`config.mk`:
```
export PLATFORM = sky130hd
export DESIGN_NAME = game_controller
export DESIGN_NICKNAME = d
export VERILOG_FILES = /design/src/rtl/game_controller.sv
export SDC_FILE = /design/constraint.sdc
export NUM_CORES = 1
export LEC_CHECK = 0
export CORE_MARGIN = 4
export CORE_UTILIZATION = 40
export CTS_BUF_LIST = sky130_fd_sc_hd__clkbuf_8
export CTS_CLUSTER_SIZE = 10
export DETAILED_ROUTE_END_ITERATION = 6
export SETUP_SLACK_MARGIN = 0.02
export SLEW_MARGIN = 0
export SYNTH_ARGS = -nofsm -noshare
export SYNTH_HDL_FRONTEND = slang
export SYNTH_SLANG_ARGS = --single-unit
```
`constraint.sdc`:
```
create_clock -name clk -period 3.6 [get_ports clk]
set_input_delay 0.9 -clock clk [delete_from_list [all_inputs] [get_ports clk]]
set_output_delay 0.9 -clock clk [all_outputs]
set_load 0.02 [all_outputs]
```
`src/rtl/game_controller.sv`:
```
// -----------------------------------------------------------------------------
// game_controller
// Top-level sequencing for a flappy-bird style game: button conditioning,
// game-tick generation, game state machine and score keeping.
//
// Parameters
//   TICK_DIV    clk cycles per game tick
//   DEAD_TICKS  game ticks spent in DEAD before moving to OVER
//   LOCKOUT     clk cycles during which further button presses are ignored
//
// Ports
//   clk          system clock, all logic on the rising edge
//   clr          asynchronous active-high reset
//   flap_btn     raw asynchronous button level, 1 = pressed
//   crash        crash detector level, 1 = bird overlaps tube or bounds
//   tube_passed  single-cycle pulse when the bird clears a tube
//   tick         single-cycle game-tick enable for the datapath
//   run_en       1 only while playing
//   flap         single-cycle debounced flap pulse, only while playing
//   world_reset  single-cycle pulse re-initialising bird and tube positions
//   game_end     1 in DEAD and OVER
//   state        IDLE=00, PLAY=01, DEAD=10, OVER=11
//   score        current-game score (saturates at 255)
//   high_score   best score since reset
// -----------------------------------------------------------------------------
module game_controller #(
    parameter int TICK_DIV   = 5000000,
    parameter int DEAD_TICKS = 20,
    parameter int LOCKOUT    = 500000
) (
    input  logic       clk,
    input  logic       clr,
    input  logic       flap_btn,
    input  logic       crash,
    input  logic       tube_passed,
    output logic       tick,
    output logic       run_en,
    output logic       flap,
    output logic       world_reset,
    output logic       game_end,
    output logic [1:0] state,
    output logic [7:0] score,
    output logic [7:0] high_score
);

    localparam int DIV_W  = (TICK_DIV > 1)   ? $clog2(TICK_DIV)       : 1;
    localparam int DEAD_W = (DEAD_TICKS > 1) ? $clog2(DEAD_TICKS + 1) : 1;
    localparam int LOCK_W = (LOCKOUT > 1)    ? $clog2(LOCKOUT + 1)    : 1;

    localparam logic [DIV_W-1:0]  DIV_LAST   = DIV_W'(TICK_DIV - 1);
    localparam logic [DIV_W-1:0]  DIV_PRE    = DIV_W'(TICK_DIV - 2);
    localparam logic [DEAD_W-1:0] DEAD_LAST  = DEAD_W'(DEAD_TICKS - 1);
    localparam logic [LOCK_W-1:0] LOCK_LOAD  = LOCK_W'(LOCKOUT);

    typedef enum logic [1:0] {
        ST_IDLE = 2'b00,
        ST_PLAY = 2'b01,
        ST_DEAD = 2'b10,
        ST_OVER = 2'b11
    } state_t;

    logic              sync1_r, sync2_r, sync3_r;
    logic [LOCK_W-1:0] lock_cnt_r;
    logic              press_s;
    logic [DIV_W-1:0]  div_r;
    logic              tick_r;
    state_t            state_r, state_next_s;
    logic [7:0]        score_r, score_next_s;
    logic [7:0]        high_r, high_next_s;
    logic [DEAD_W-1:0] dead_cnt_r, dead_next_s;
    logic              world_reset_r, wr_next_s;
    logic              flap_r, flap_next_s;
    logic              run_en_r, game_end_r;

    // A press is a rising edge of the synchronised level outside the lockout window.
    assign press_s = sync2_r & ~sync3_r & (lock_cnt_r == {LOCK_W{1'b0}});

    // Two-flop synchroniser plus one delay stage for edge detection.
    always_ff @(posedge clk or posedge clr) begin
        if (clr) begin
            sync1_r <= 1'b0;
            sync2_r <= 1'b0;
            sync3_r <= 1'b0;
        end else begin
            sync1_r <= flap_btn;
            sync2_r <= sync1_r;
            sync3_r <= sync2_r;
        end
    end

    // Lockout counter: reloaded on every accepted press, counts down to zero.
    always_ff @(posedge clk or posedge clr) begin
        if (clr) begin
            lock_cnt_r <= {LOCK_W{1'b0}};
        end else if (press_s) begin
            lock_cnt_r <= LOCK_LOAD;
        end else if (lock_cnt_r != {LOCK_W{1'b0}}) begin
            lock_cnt_r <= lock_cnt_r - {{(LOCK_W-1){1'b0}}, 1'b1};
        end else begin
            lock_cnt_r <= lock_cnt_r;
        end
    end

    // Free-running tick divider; tick_r is set one cycle early so it is high
    // exactly while the count sits at its last value.
    always_ff @(posedge clk or posedge clr) begin
        if (clr) begin
            div_r  <= {DIV_W{1'b0}};
            tick_r <= 1'b0;
        end else begin
            div_r  <= (div_r == DIV_LAST) ? {DIV_W{1'b0}} : div_r + {{(DIV_W-1){1'b0}}, 1'b1};
            tick_r <= (div_r == DIV_PRE);
        end
    end

    // Next-state, score and pulse decode for the game state machine.
    always_comb begin
        state_next_s = state_r;
        score_next_s = score_r;
        high_next_s  = high_r;
        dead_next_s  = dead_cnt_r;
        wr_next_s    = 1'b0;
        flap_next_s  = 1'b0;
        case (state_r)
            ST_IDLE: begin
                if (press_s) begin
                    state_next_s = ST_PLAY;
                    score_next_s = 8'd0;
                    wr_next_s    = 1'b1;
                end else begin
                    state_next_s = ST_IDLE;
                end
            end
            ST_PLAY: begin
                flap_next_s = press_s;
                // Crash has priority over a simultaneous tube pass.
                if (crash) begin
                    state_next_s = ST_DEAD;
                    dead_next_s  = {DEAD_W{1'b0}};
                    if (score_r > high_r) begin
                        high_next_s = score_r;
                    end else begin
                        high_next_s = high_r;
                    end
                end else if (tube_passed) begin
                    score_next_s = (score_r == 8'hFF) ? 8'hFF : score_r + 8'd1;
                end else begin
                    score_next_s = score_r;
                end
            end
            ST_DEAD: begin
                if (tick_r) begin
                    if (dead_cnt_r == DEAD_LAST) begin
                        state_next_s = ST_OVER;
                    end else begin
                        dead_next_s = dead_cnt_r + {{(DEAD_W-1){1'b0}}, 1'b1};
                    end
                end else begin
                    dead_next_s = dead_cnt_r;
                end
            end
            ST_OVER: begin
                if (press_s) begin
                    state_next_s = ST_IDLE;
                    wr_next_s    = 1'b1;
                end else begin
                    state_next_s = ST_OVER;
                end
            end
            default: begin
                state_next_s = ST_IDLE;
            end
        endcase
    end

    // State, score and registered output decode.
    always_ff @(posedge clk or posedge clr) begin
        if (clr) begin
            state_r       <= ST_IDLE;
            score_r       <= 8'd0;
            high_r        <= 8'd0;
            dead_cnt_r    <= {DEAD_W{1'b0}};
            world_reset_r <= 1'b0;
            flap_r        <= 1'b0;
            run_en_r      <= 1'b0;
            game_end_r    <= 1'b0;
        end else begin
            state_r       <= state_next_s;
            score_r       <= score_next_s;
            high_r        <= high_next_s;
            dead_cnt_r    <= dead_next_s;
            world_reset_r <= wr_next_s;
            flap_r        <= flap_next_s;
            // Decoded from the next state so they always match state_r.
            run_en_r      <= (state_next_s == ST_PLAY);
            game_end_r    <= (state_next_s == ST_DEAD) || (state_next_s == ST_OVER);
        end
    end

    assign tick        = tick_r;
    assign run_en      = run_en_r;
    assign flap        = flap_r;
    assign world_reset = world_reset_r;
    assign game_end    = game_end_r;
    assign state       = state_r;
    assign score       = score_r;
    assign high_score  = high_r;

endmodule

```
==> results of run 1 <==
==> synthesized netlist by cell type, drive strengths merged (4+ instances only) <==
cell	count	share of area
xor2	14	0.032
o21ai	16	0.023
clkbuf	5	0.0076
and3	7	0.012
nand2	31	0.031
inv	21	0.021
ha	17	0.056
dfrtp	72	0.48
nand3	20	0.026
nor2	35	0.035
xnor2	13	0.030
nor4	6	0.019
a21o	5	0.0099
nand4	9	0.017
mux2	7	0.021
a31oi	6	0.012
or2	4	0.0073
a21oi	23	0.030
nor3	14	0.021
or4	6	0.013
==> how the worst max path moves through the flow <==
stage	from	end	slack, ns	cells past startpoint
2_1_floorplan	clr	dead_cnt_r[0]$_DFFE_PP0P_	0.88	1
3_3_place_gp	crash	score[6]$_DFFE_PP0P_	0.67	7
3_5_place_dp	crash	score[6]$_DFFE_PP0P_	0.61	7
4_1_cts	game_end$_DFF_PP0_	score[6]$_DFFE_PP0P_	0.87	8
5_1_grt	game_end$_DFF_PP0_	score[6]$_DFFE_PP0P_	0.59	8
6_report	game_end$_DFF_PP0_	score[6]$_DFFE_PP0P_	0.86	8
==> worst max-delay path, stage by stage, from the launching register on <==
cell     delay (ns)
dfrtp_1        0.45
inv_1          0.12
ha_1           0.47
nor2b_1        0.19
buf_4          0.16
a21oi_1        0.11
o41ai_4        0.81
a41oi_1        0.22
a21oi_1        0.15
==> state kept, by name, summed over array words and instances, names as in the netlist, 5 cells and up <==
register    flops
div_r          23
lock_cnt_r     19
high_score      8
score           8
dead_cnt_r      5
==> report_power, final <==
part,switching [mW],internal [mW],leakage [nW]
sequential,0.142,0.910,0.922
clock,0.310,0.320,0.0994
combinational,0.222,0.199,0.972
total,0.675,1.43,1.99
==> logic make-up (layout without fill, tap and decap cells) <==
| logic type | after synthesis | count (layout) | share of synthesized area |
|---|---|---|---|
| and+or+nand+nor | 151 | 151 | 0.222 |
| DFF | 72 | 72 | 0.475 |
| AOI/OAI and AO/OA | 69 | 69 | 0.119 |
| buffers and inverters | 29 | 67 | 0.0363 |
| xor gates and xnor gates | 27 | 27 | 0.0624 |
| adders and majority gates | 17 | 17 | 0.0561 |
| muxes | 10 | 10 | 0.0287 |
==> layout make-up <==
| class | count | area, µm² |
|---|---|---|
| fillers | 854 | 4850 |
| multi-input cells | 274 | 1850 |
| flip-flops and latches | 72 | 1800 |
| repair buffers | 30 | 305 |
| well taps | 129 | 161 |
| clock buffers | 9 | 124 |
| inverters | 21 | 78.8 |
| clock inverters | 7 | 70.1 |
==> routing by layer <==
layer,track usage,vias up
met1,0.185,1328
met2,0.232,40
met3,0.0361,10
met4,0.0534,0
li1,-,1411
met5,0,-
==> stage by stage <==
| step | setup WS (ns) | hold WS (ns) |
|---|---|---|
| global route | 0.590 | 0.404 |
| floorplan | 0.875 | 0.331 |
| global placement | 0.666 | 0.366 |
| detailed placement | 0.612 | 0.363 |
| finish | 0.862 | 0.387 |
| CTS | 0.867 | 0.393 |
==> metrics.cfg, run 1 <==
[status]
status=complete, no violations

[drt]
wirelength_um=7470
wl_met1_um=3530
dr_wl_met2_um=3570
wl_per_cell_um=13.8
drc_errors=0
top_layer=met4
ant_nets=0
first_iter_violations=106
num_vias=2789
wl_met3_um=230
drt-vias-per-instance=5.15
drt-pass1-iter-count=4

[global_routing]
grt_start_max_net_pins=73
grt_pass1_vias=2739
grt_overflow=0
grtUsageTotal=0.143
grt_pass1_wl_um=13000
antenna_found_initial=0

[setup_path]
r2r_cells=8
path_max_fanout=16
crit_type=reg2reg
r2r-start=game_end$_DFF_PP0_
rr_endpoint=score[6]$_DFFE_PP0P_
crit_required_ns=3.87
worst_setup_path_start_kind=register
crit_path_end_kind=register
cp.arrival_ns=3.01
ff2ff_setup_slack_ns=0.86

[placed_design]
gp_congestion=0.779
port_buffers=27
placed_area_um2=4200
place_inst=526
hpwlAfterDp_um=5270

[pwr]
peakVddDrop_uv=232
p_per_area_nw_per_um2=479
power.total_mw=2.10
leakagePower_nw=1.99

[sta]
clock.fmax_mhz=365
grt_setup_unrepaired=no
fin_crit_ns=2.74
tns_ns=0
finalSetupViolations=0
relSlewSlack=0.436
finalMaxSlewViolations=0
period_share=0.761
fin_worst_skew_ns=0.00805
worst_pin_slew_ns=0.843
timing_hold_violations_final=0

[flow_run]
max_cap_violations=0

[die]
io-pin-count=28
die_w_um=105
coreArea_um2=9240
rows=35
dieHeight_um=105
design.die.area_um2=11100
initial_core_util=0.410

[yosys]
yosysSeqAreaShare=0.475
synth-edff-count=0
synth_area_um2=3790
synth_warnings=0
netlist-cell-type-count=55
synthCells=375
ys_ff_latch=72
async_flop_share=1.00
synthFlopType=dfrtp_1
syn_nets=397
syn_avg_cell_area_um2=10.1

[cells_and_area]
finalNonFillerCells=542
antennaDiodeCount=0
area_growth_pct=15.9
final_layout_size_suffix_gt1_frac=0.111
fin_nets=430
stdcell_area_um2=4390
final_common_cell=dfrtp_1
final_util=0.475
final_cell_mix=dfrtp_1 (72), nor2_1 (35), nand2_1 (31), clkdlybuf4s50_1 (27), a21oi_1 (23)

[clocking]
cts.sinks=72
worstSkewPairLatency_ns=0.35
cts_hold_repair.buffers=0
path_clk_slew_ns=0.08
cts_buffer_depth=2
post_cts_buffers=0
cts_buffers=9
root_buffer=clkbuf_8
post_cts_resized=0
cts_tree=done
cts_max_level=3

[hold_path]
min_from=sync1_r$_DFF_PP0_
hp-class=reg2reg
whs_path_depth=0
hold_end=sync2_r$_DFF_PP0_

No activity file was read; power rests on OpenSTA's default activity.
==> inputs of run 2 (changes only) <==
==> constraint.sdc (replaced) <==
create_clock -name clk -period 2.8 [get_ports clk]
set_input_delay 0.7 -clock clk [delete_from_list [all_inputs] [get_ports clk]]
set_output_delay 0.7 -clock clk [all_outputs]
set_load 0.02 [all_outputs]
==> run 2 against run 1 <==
Against the previous run:
- final area grew 1.2%
- combinational power up 37%
- clock skew rose by 0.0021 ns
- non-clock buffer count up 7
- critical path depth down 6
- utilization up 0.58 points
- via count up 1.4%
- clock power grew 30%
- sequential power up 28%
- global-route usage is 0.69 points higher
- routed wire length increased by 1.8%
- largest cell class unchanged
==> metrics.cfg, run 2 (synthesis gave the netlist of run 1 again) <==
[flow_run]
max_cap_violations=0

[setup_path]
worst_setup_path_start_kind=register
cp_cell_sequence=buf_4, clkdlybuf4s50_1
cp_slowest_cell=clkdlybuf4s50_1
path_max_fanout=7
cp.arrival_ns=1.51
crit_type=reg2out
slowest_delay_ns=0.61
crit_required_ns=2.10
r2r_cells=4
crit_path_end_kind=primary output

[drt]
ant_nets=0
wl_per_cell_um=13.9
drt-pass1-iter-count=4
num_vias=2827
first_iter_violations=124
drt-vias-per-instance=5.16
wirelength_um=7610
drc_errors=0

[placed_design]
hpwlAfterDp_um=5580
gp_congestion=0.791
placed_area_um2=4250
port_buffers=27

[cells_and_area]
final_common_cell=dfrtp_1
fin_nets=437
regMostFlops=div_r
area_growth_pct=17.3
antennaDiodeCount=0
top_regs=div_r: 23 flops, lock_cnt_r: 19 flops
final_cell_mix=dfrtp_1 (72), nor2_1 (35), nand2_1 (31), clkdlybuf4s50_1 (27), a21oi_1 (23)
stdcell_area_um2=4450
final_layout_size_suffix_gt1_frac=0.124
largest_reg_flops=23

[die]
design.die.area_um2=11100
die_w_um=105
rows=35
io-pin-count=28
initial_core_util=0.410
dieHeight_um=105
coreArea_um2=9240

[clocking]
cts_hold_repair.buffers=0
root_buffer=clkbuf_8
cts_buffers=9
cts_max_level=3
path_clk_slew_ns=0.08
cts.sinks=72
cts_buffer_depth=2
cts_tree=done
post_cts_resized=0
worstSkewPairLatency_ns=0.34
post_cts_buffers=0

[sta]
worst_pin_slew_ns=0.592
tns_ns=0
finalMaxSlewViolations=0
relSlewSlack=0.602
period_share=0.790
fin_worst_skew_ns=0.0102
finalSetupViolations=0
clock.fmax_mhz=452
fin_crit_ns=2.21
grt_setup_unrepaired=no
timing_hold_violations_final=0

[pwr]
peakVddDrop_uv=231
leakagePower_nw=2.02
p_per_area_nw_per_um2=616

[status]
status=complete, no violations

[global_routing]
grtUsageTotal=0.150
grt_overflow=0
antenna_found_initial=0
grt_start_max_net_pins=27
grt_pass1_wl_um=13700
grt_pass1_vias=2863

[hold_path]
hp-class=reg2reg
whs_path_depth=0

==> run 2: cell types whose count changed in the layout (fill, tap and decap cells not counted), sizes merged <==
cell	change
buf	+7
clkbuf	+1
clkinv	-3
clkinvlp	+2
inv	-1
==> run 2: per-layer routing <==
metal  vias to the layer above  share of wire  track usage
met5                         -              0            0
met4                         0          0.016       0.0619
met3                        11          0.031       0.0288
met2                        49           0.46        0.224
met1                      1347           0.49        0.213
li1                       1420              -            -
==> run 2: path summary, 6_finish.rpt <==
| check | startpoint | to | slack [ns] |
|---|---|---|---|
| worst max-delay path | score[2]$_DFFE_PP0P_ | score[2] | 0.59 |
| max in group asynchronous | clr | div_r[19]$_DFF_PP0_ | 1.44 |
| worst min-delay path | sync1_r$_DFF_PP0_ | sync2_r$_DFF_PP0_ | 0.35 |
| min in group asynchronous | clr | high_score[7]$_DFFE_PP0P_ | 0.74 |
| worst min register to register | sync1_r$_DFF_PP0_ | sync2_r$_DFF_PP0_ | 0.35 |
| worst max register to register | div_r[17]$_DFF_PP0_ | div_r[22]$_DFF_PP0_ | 0.60 |
==> run 2: area by class of cell <==
| class | instances | area [µm²] |
|---|---|---|
| timing repair buffer | 37 | 358 |
| clock buffer | 10 | 138 |
| multi-input combinational | 274 | 1850 |
| fill | 887 | 4790 |
| tap | 129 | 161 |
| sequential | 72 | 1800 |
| clock inverter | 5 | 57.6 |
| inverter | 21 | 78.8 |
==> run 2: report_power, final <==
| part | internal, mW | switching, mW | total, mW |
|---|---|---|---|
| sequential | 1.17 | 0.174 | 1.34 |
| combinational | 0.274 | 0.303 | 0.576 |
| clock | 0.429 | 0.389 | 0.819 |
==> run 2: critical path, delay by kind of cell, from the launching register on <==
family,cells,cell delay [ns]
buffers and inverters,2,0.78
flip-flops,1,0.39
==> run 2: metrics by stage <==
stage | hold WS [ns] | util | power [mW] | setup WS, ns | cells
after floorplan | 0.331 | - | 1.75 | 0.275 | 375
after global placement | 0.332 | 0.460 | 1.93 | 0.420 | 533
after detailed placement | 0.335 | 0.460 | 1.95 | 0.348 | 533
after CTS | 0.351 | 0.481 | 2.78 | 0.569 | 548
after global routing | 0.357 | 0.481 | 2.91 | 0.386 | 548
final | 0.349 | 0.481 | 2.74 | 0.587 | 548
